==> config.mk <==
export PLATFORM = sky130hd
export DESIGN_NAME = spi_slave
export DESIGN_NICKNAME = d
export VERILOG_FILES = /design/src/rtl/spi_slave.sv
export SDC_FILE = /design/constraint.sdc
export NUM_CORES = 1
export LEC_CHECK = 0
export BUFFER_PORTS_ARGS = -buffer_cell sky130_fd_sc_hd__buf_2
export CAP_MARGIN = 20
export CORE_UTILIZATION = 59
export DETAILED_ROUTE_END_ITERATION = 6
export HOLD_SLACK_MARGIN = 0.05
export PLACE_DENSITY = 0.82
export SKIP_CTS_REPAIR_TIMING = 1
export SLEW_MARGIN = 20
export SYNTH_ARGS = -nofsm -noshare
export SYNTH_HDL_FRONTEND = slang
export SYNTH_SLANG_ARGS = --single-unit
==> constraint.sdc <==
create_clock -name clk -period 3.65 [get_ports clk]
set_clock_uncertainty 0.1 [all_clocks]
set_input_delay 0.365 -clock clk [delete_from_list [all_inputs] [get_ports clk]]
set_output_delay 0.365 -clock clk [all_outputs]
set_load 0.02 [all_outputs]
==> src/rtl/spi_slave.sv <==
// SPI mode-0 responder in the clk domain: oversamples sclk/cs_n/mosi through
// synchronizers, assembles MSB-first words and shifts tx_data out on miso.
module spi_slave #(
    parameter int DATA_W      = 8,
    parameter int SYNC_STAGES = 2
) (
    input  logic              clk,
    input  logic              rst_n,
    input  logic              sclk,
    input  logic              cs_n,
    input  logic              mosi,
    output logic              miso,
    input  logic [DATA_W-1:0] tx_data,
    output logic [DATA_W-1:0] rx_data,
    output logic              rx_valid,
    output logic              frame_err,
    output logic              busy
);

    localparam int CNT_W = $clog2(DATA_W + 1);

    typedef enum logic {
        IDLE,
        ACTIVE
    } state_e;

    logic [SYNC_STAGES-1:0] sclk_sync_q, cs_sync_q, mosi_sync_q;
    logic                   sclk_prev_q, cs_prev_q;
    logic [SYNC_STAGES:0]   armed_q;

    logic sclk_s, cs_s, mosi_s;
    logic sclk_rise, sclk_fall, cs_rise, cs_fall, armed;

    state_e            state_q, state_d;
    logic [CNT_W-1:0]  cnt_q, cnt_d;
    logic [DATA_W-1:0] rx_shift_q, rx_shift_d;
    logic [DATA_W-1:0] tx_shift_q, tx_shift_d;
    logic [DATA_W-1:0] rx_data_q, rx_data_d;
    logic              rx_valid_q, rx_valid_d;
    logic              frame_err_q, frame_err_d;

    always_ff @(posedge clk or negedge rst_n) begin
        if (!rst_n) begin
            sclk_sync_q <= '0;
            cs_sync_q   <= '1;
            mosi_sync_q <= '0;
            sclk_prev_q <= 1'b0;
            cs_prev_q   <= 1'b1;
            armed_q     <= '0;
        end else begin
            sclk_sync_q <= {sclk_sync_q[SYNC_STAGES-2:0], sclk};
            cs_sync_q   <= {cs_sync_q[SYNC_STAGES-2:0], cs_n};
            mosi_sync_q <= {mosi_sync_q[SYNC_STAGES-2:0], mosi};
            sclk_prev_q <= sclk_s;
            cs_prev_q   <= cs_s;
            armed_q     <= {armed_q[SYNC_STAGES-1:0], 1'b1};
        end
    end

    assign sclk_s = sclk_sync_q[SYNC_STAGES-1];
    assign cs_s   = cs_sync_q[SYNC_STAGES-1];
    assign mosi_s = mosi_sync_q[SYNC_STAGES-1];

    // armed waits until the chain and delayed copy hold real pin samples, so a
    // cs_n held low through reset does not look like a fresh falling edge.
    assign armed     = armed_q[SYNC_STAGES];
    assign sclk_rise = sclk_s & ~sclk_prev_q;
    assign sclk_fall = ~sclk_s & sclk_prev_q;
    assign cs_rise   = cs_s & ~cs_prev_q;
    assign cs_fall   = armed & ~cs_s & cs_prev_q;

    always_ff @(posedge clk or negedge rst_n) begin
        if (!rst_n) begin
            state_q     <= IDLE;
            cnt_q       <= '0;
            rx_shift_q  <= '0;
            tx_shift_q  <= '0;
            rx_data_q   <= '0;
            rx_valid_q  <= 1'b0;
            frame_err_q <= 1'b0;
        end else begin
            state_q     <= state_d;
            cnt_q       <= cnt_d;
            rx_shift_q  <= rx_shift_d;
            tx_shift_q  <= tx_shift_d;
            rx_data_q   <= rx_data_d;
            rx_valid_q  <= rx_valid_d;
            frame_err_q <= frame_err_d;
        end
    end

    always_comb begin
        state_d     = state_q;
        cnt_d       = cnt_q;
        rx_shift_d  = rx_shift_q;
        tx_shift_d  = tx_shift_q;
        rx_data_d   = rx_data_q;
        rx_valid_d  = 1'b0;
        frame_err_d = 1'b0;
        case (state_q)
            IDLE: begin
                cnt_d = '0;
                if (cs_fall) begin
                    state_d    = ACTIVE;
                    tx_shift_d = tx_data;
                end
            end
            ACTIVE: begin
                if (sclk_rise) begin
                    rx_shift_d = {rx_shift_q[DATA_W-2:0], mosi_s};
                    if (cnt_q == CNT_W'(DATA_W - 1)) begin
                        rx_data_d  = rx_shift_d;
                        rx_valid_d = 1'b1;
                        cnt_d      = '0;
                        tx_shift_d = tx_data;
                    end else begin
                        cnt_d = cnt_q + 1'b1;
                    end
                end else if (sclk_fall && cnt_q != '0) begin
                    // Counter 0 means a word was just reloaded: its MSB must
                    // stay on miso through the trailing falling edge.
                    tx_shift_d = {tx_shift_q[DATA_W-2:0], 1'b0};
                end
                if (cs_rise) begin
                    state_d     = IDLE;
                    frame_err_d = (cnt_d != '0);
                    cnt_d       = '0;
                end
            end
            default: state_d = IDLE;
        endcase
    end

    assign miso      = (state_q == ACTIVE) & tx_shift_q[DATA_W-1];
    assign busy      = (state_q == ACTIVE);
    assign rx_data   = rx_data_q;
    assign rx_valid  = rx_valid_q;
    assign frame_err = frame_err_q;

endmodule

# Word-level counts from Yosys, hierarchy flattened

Index checks and enable logic that the tools add are counted.
W data, S select, Z words.

Bits in registers: 41
Bits of input ports: 13
Output and inout bits: 12
Logic and storage cells: 53

Add/sub/neg operators: 1
Eq/ne operators: 4
Multiplexer cells: 18
Bitwise gates (word level): 11
Reductions and logical operators: 6

Operators with widths:

| kind                  | number |
|---|---|
| $mux W8               | 4 |
| $mux W4               | 4 |
| $pmux W8 S2           | 1 |
| $pmux W4 S2           | 1 |
| $reduce_bool A4 Y1    | 2 |
| $mux W1               | 7 |
| $and A1 B1 Y1         | 6 |
| $ne A3 B2 Y1 const B  | 2 |
| $reduce_and A3 Y1     | 2 |
| $not A1 Y1            | 5 |
| $add A4 B1 Y4 const B | 1 |
| $eq A4 B3 Y1 const B  | 1 |
| $ne A2 B2 Y1 const B  | 1 |
| $pmux W1 S2           | 1 |
| $reduce_and A2 Y1     | 1 |
| $logic_and A1 B1 Y1   | 1 |

# Depth between registers and ports, before layout

Depth after elaboration: 7
Mapped depth: 6

# Worst setup path before layout

Ideal clock, no wire load.

Path type: reg2reg
From: reg state_q (netlist: busy)
To: reg rx_data_q[0] (netlist: rx_data[0])
Arrival time: 1.524 ns
Required time: 3.425 ns
Setup slack: 1.901 ns
Stages on the path, launching flop included: 7
Period minus slack after synthesis: 1.749 ns
Cells stage by stage: dfrtp_1 > buf_6 > and3b_1 > buf_6 > nor2b_1 > buf_6 > mux2_4

Cells in the longest elaborated chain, start to end: 1

RTL lines:

| element                            | RTL line | text |
|---|---|---|
| from (decl)                        | 34       | `state_e state_q, state_d;` |
| from (signal assigned)             | 82       | `state_q <= state_d;` |
| $reduce_and A3 Y1 (no source line) | n/a      |  |
| to (signal assigned)               | 86       | `rx_data_q <= rx_data_d;` |
| to (decl)                          | 38       | `logic [DATA_W-1:0] rx_data_q, rx_data_d;` |

No other way between the ends.
A chain may end at the register's enable or synchronous reset.

# Final worst setup path

From: reg state_q (netlist: busy)
To: reg rx_data_q[3] (netlist: rx_data[3])

Same word-level chain as after synthesis.

==> reports/summary.txt <==
Placed inst area - 0.001858 sq mm
Ant. Diodes - 0
Outcome - completed
Reg2Reg Setup Slack - 1.15 ns
Met1 wire length - 1.182 mm
Clock Path Buffers - 2
WP data required - 3.78 ns
Die W - 56.26 microns
Crit path max fanout - 9
Slowest-stage cell, CP - nor2b_1
Ys async rst share - 100.0%
Top post-synthesis cells by area - dfrtp_1 (55%), mux2_4 (13%), mux2_2 (8.4%)
Drt wl/cell - 15.90 microns
FF+latch count, synth - 41
Ys flop type - dfrtp_1
CP Class - reg2reg
Top layer in use - met4
Syn Nets - 131
Synth top area share - 54.76%
Max Cap Viol - 0
Initial Util - 62.44%
CTS sink cnt - 41
Synth Cell Area - 0.001737 sq mm
Setup Slack @ Placement - 1.171 ns
Cell count after synthesis - 116
Top Ports - 25
Share of the yosys chip area belonging to registers - 59.29%
Ys Warns - 0
TritonCTS clock tree - yes
Final Hold Viols - 0
Worst vdd ir - 472.4 uV
Final worst slack - 1.151 ns
Drc violations - 0
Final setup fails - 0
Total GRT Usage - 20.33%
Routed wl met3 - 149 microns
DRT Wirelength - 2.830 mm
Fin crit share - 68.47%
H-tree depth - 2
FP Rows - 19
Total vias in the final route - 991
R2R cell count - 3
Worst path max stage delay - 0.90 ns
Most frequent cell after synthesis - dfrtp_1
Drt first pass iters - 4
Final setup TNS - 0 ns
Final net count - 161
Arr. time, crit path - 2.63 ns
Leak - 0.0009593 uW
Largest net degree at the start of global routing - 42
Syn avg cell area - 14.97 sq um
Hold Path Class - in2async
Die H - 56.26 microns
Initial antenna violation count - 0
Rel. slew slack - 29.49%
Clock Latency Late Sink - 0.34 ns
Worst path cell trace - and3b_1, nor2b_1, mux2_4
Slew Viols, Final - 0
CTS Buf Count - 5
Final ANT Viol Nets - 0
Fraction of layout cells with a size suffix above 1 - 44.22%
Die area - 0.003165 sq mm
RSZ-0062 raised after global routing - no
Area of the core - 0.002781 sq mm
First-pass GRT wire length - 4.698 mm
Final instance area - 0.001951 sq mm
Clock root cell - clkbuf_4
Worst Setup End Kind - register
Most frequent cells after synthesis - dfrtp_1 (38), mux2_4 (15), mux2_2 (13)
Vias in the first global route - 1028
Max Fclk - 0.4002 GHz
Startpoint Class - register
Area Overhead vs Synth - 12.32%
Netlist cell types - 30
Clock transition at path regs - 0.12 ns
Gr ovfl total - 0
Worst-Margin Slew - 1.055 ns
Hpwl dp - 2.008 mm
Reg2reg end - rx_data[3]
Starting DRT DRC Count - 21
Yosys top cell by area - dfrtp_1
Post-synth EDFFs - 0
Pwr dens - 526.8 mW/mm^2
RR Startpoint - busy
Input/output buffers - 24
RePlAce Congestion - 0.8336
Vias per std cell - 5.567
Metal2 WL - 1.460 mm
Final min period - 2.499 ns
==> report_power, final <==
part | switching, uW | internal (uW) | total (uW)
clock | 140 | 94.4 | 235
combinational | 71.3 | 125 | 196
sequential | 58.5 | 538 | 597
total | 270 | 758 | 1030
==> critical path, delay by kind of cell (launching register included) <==
family        cells  cell delay [ns]
simple gates      2             1.41
flops             1             0.53
mux               1             0.36
==> per-layer routing <==
| metal | up-vias | global-route usage (%) |
|---|---|---|
| met5 | - | 0 |
| met4 | 0 | 7.666 |
| met3 | 4 | 7.604 |
| met2 | 37 | 32.48 |
| met1 | 491 | 25.40 |
| li1 | 459 | - |
==> sequential cells by signal, summed over array words and instances (netlist names), 2 cells and up <==
signal and flops:
mosi_sync_q 2, armed_q 3, cs_sync_q 2, cnt_q 4
sclk_sync_q 2, rx_shift_q 7, tx_shift_q 8, rx_data 8
==> worst max-delay path by stage <==
stage               startpoint    endpoint  slack (ns)  cells after the start
floorplan                 busy  rx_data[0]        1.90                      6
global placement          busy  rx_data[0]        1.35                      3
detailed placement        busy  rx_data[3]        1.17                      3
CTS                       busy  rx_data[3]        1.17                      3
global route              busy  rx_data[3]        1.08                      3
finish                    busy  rx_data[3]        1.15                      3
==> per-stage QoR <==
| stage | util (%) | hold slack, ns | power, uW | instances |
|---|---|---|---|---|
| finish | 70.13 | 0.02835 | 1027 | 178 |
| global route | 70.13 | 0.08041 | 1083 | 178 |
| CTS | 69.05 | -0.01169 | 1036 | 175 |
| detailed placement | 66.80 | 0.2416 | 801.0 | 167 |
| global placement | 66.80 | 0.2331 | 784.0 | 167 |
| floorplan | - | -0.03059 | 745.0 | 116 |
==> cell families (layout without fill, tap and decap cells) <==
group	count (synthesis)	after routing	synth area share, %
DFF	41	41	59.29
adders and majority gates	2	2	1.441
other	1	1	0.2159
and+or+nand+nor	22	22	7.061
muxes	30	30	22.62
xor gates and xnor gates	2	2	1.009
AOI/OAI and AO/OA	11	11	5.549
buffers and inverters	7	38	2.809
==> area by class of cell <==
class	count	area (sq um)
fill	199	830.8
multi-input combinational	68	658.1
clock buffer	7	55.05
sequential	41	1030
inverter	3	11.26
clock inverter	1	7.507
tap	31	38.79
timing repair buffer	27	150.1
==> cells in the final DEF (no fill, tap or decap), types with 2 or more instances in the layout <==
cell type	count
a21oi_1	4
and3b_1	2
buf_2	24
clkbuf_4	5
dfrtp_1	38
dfstp_2	3
dlygate4sd3_1	3
ha_1	2
inv_1	3
mux2_2	13
mux2_4	15
nand2_1	4
nand2b_1	2
nand3b_1	2
nor2_1	5
nor2b_1	2
o21ai_0	2
xor2_1	2
Note: power is estimated with default switching activity, not from simulation.
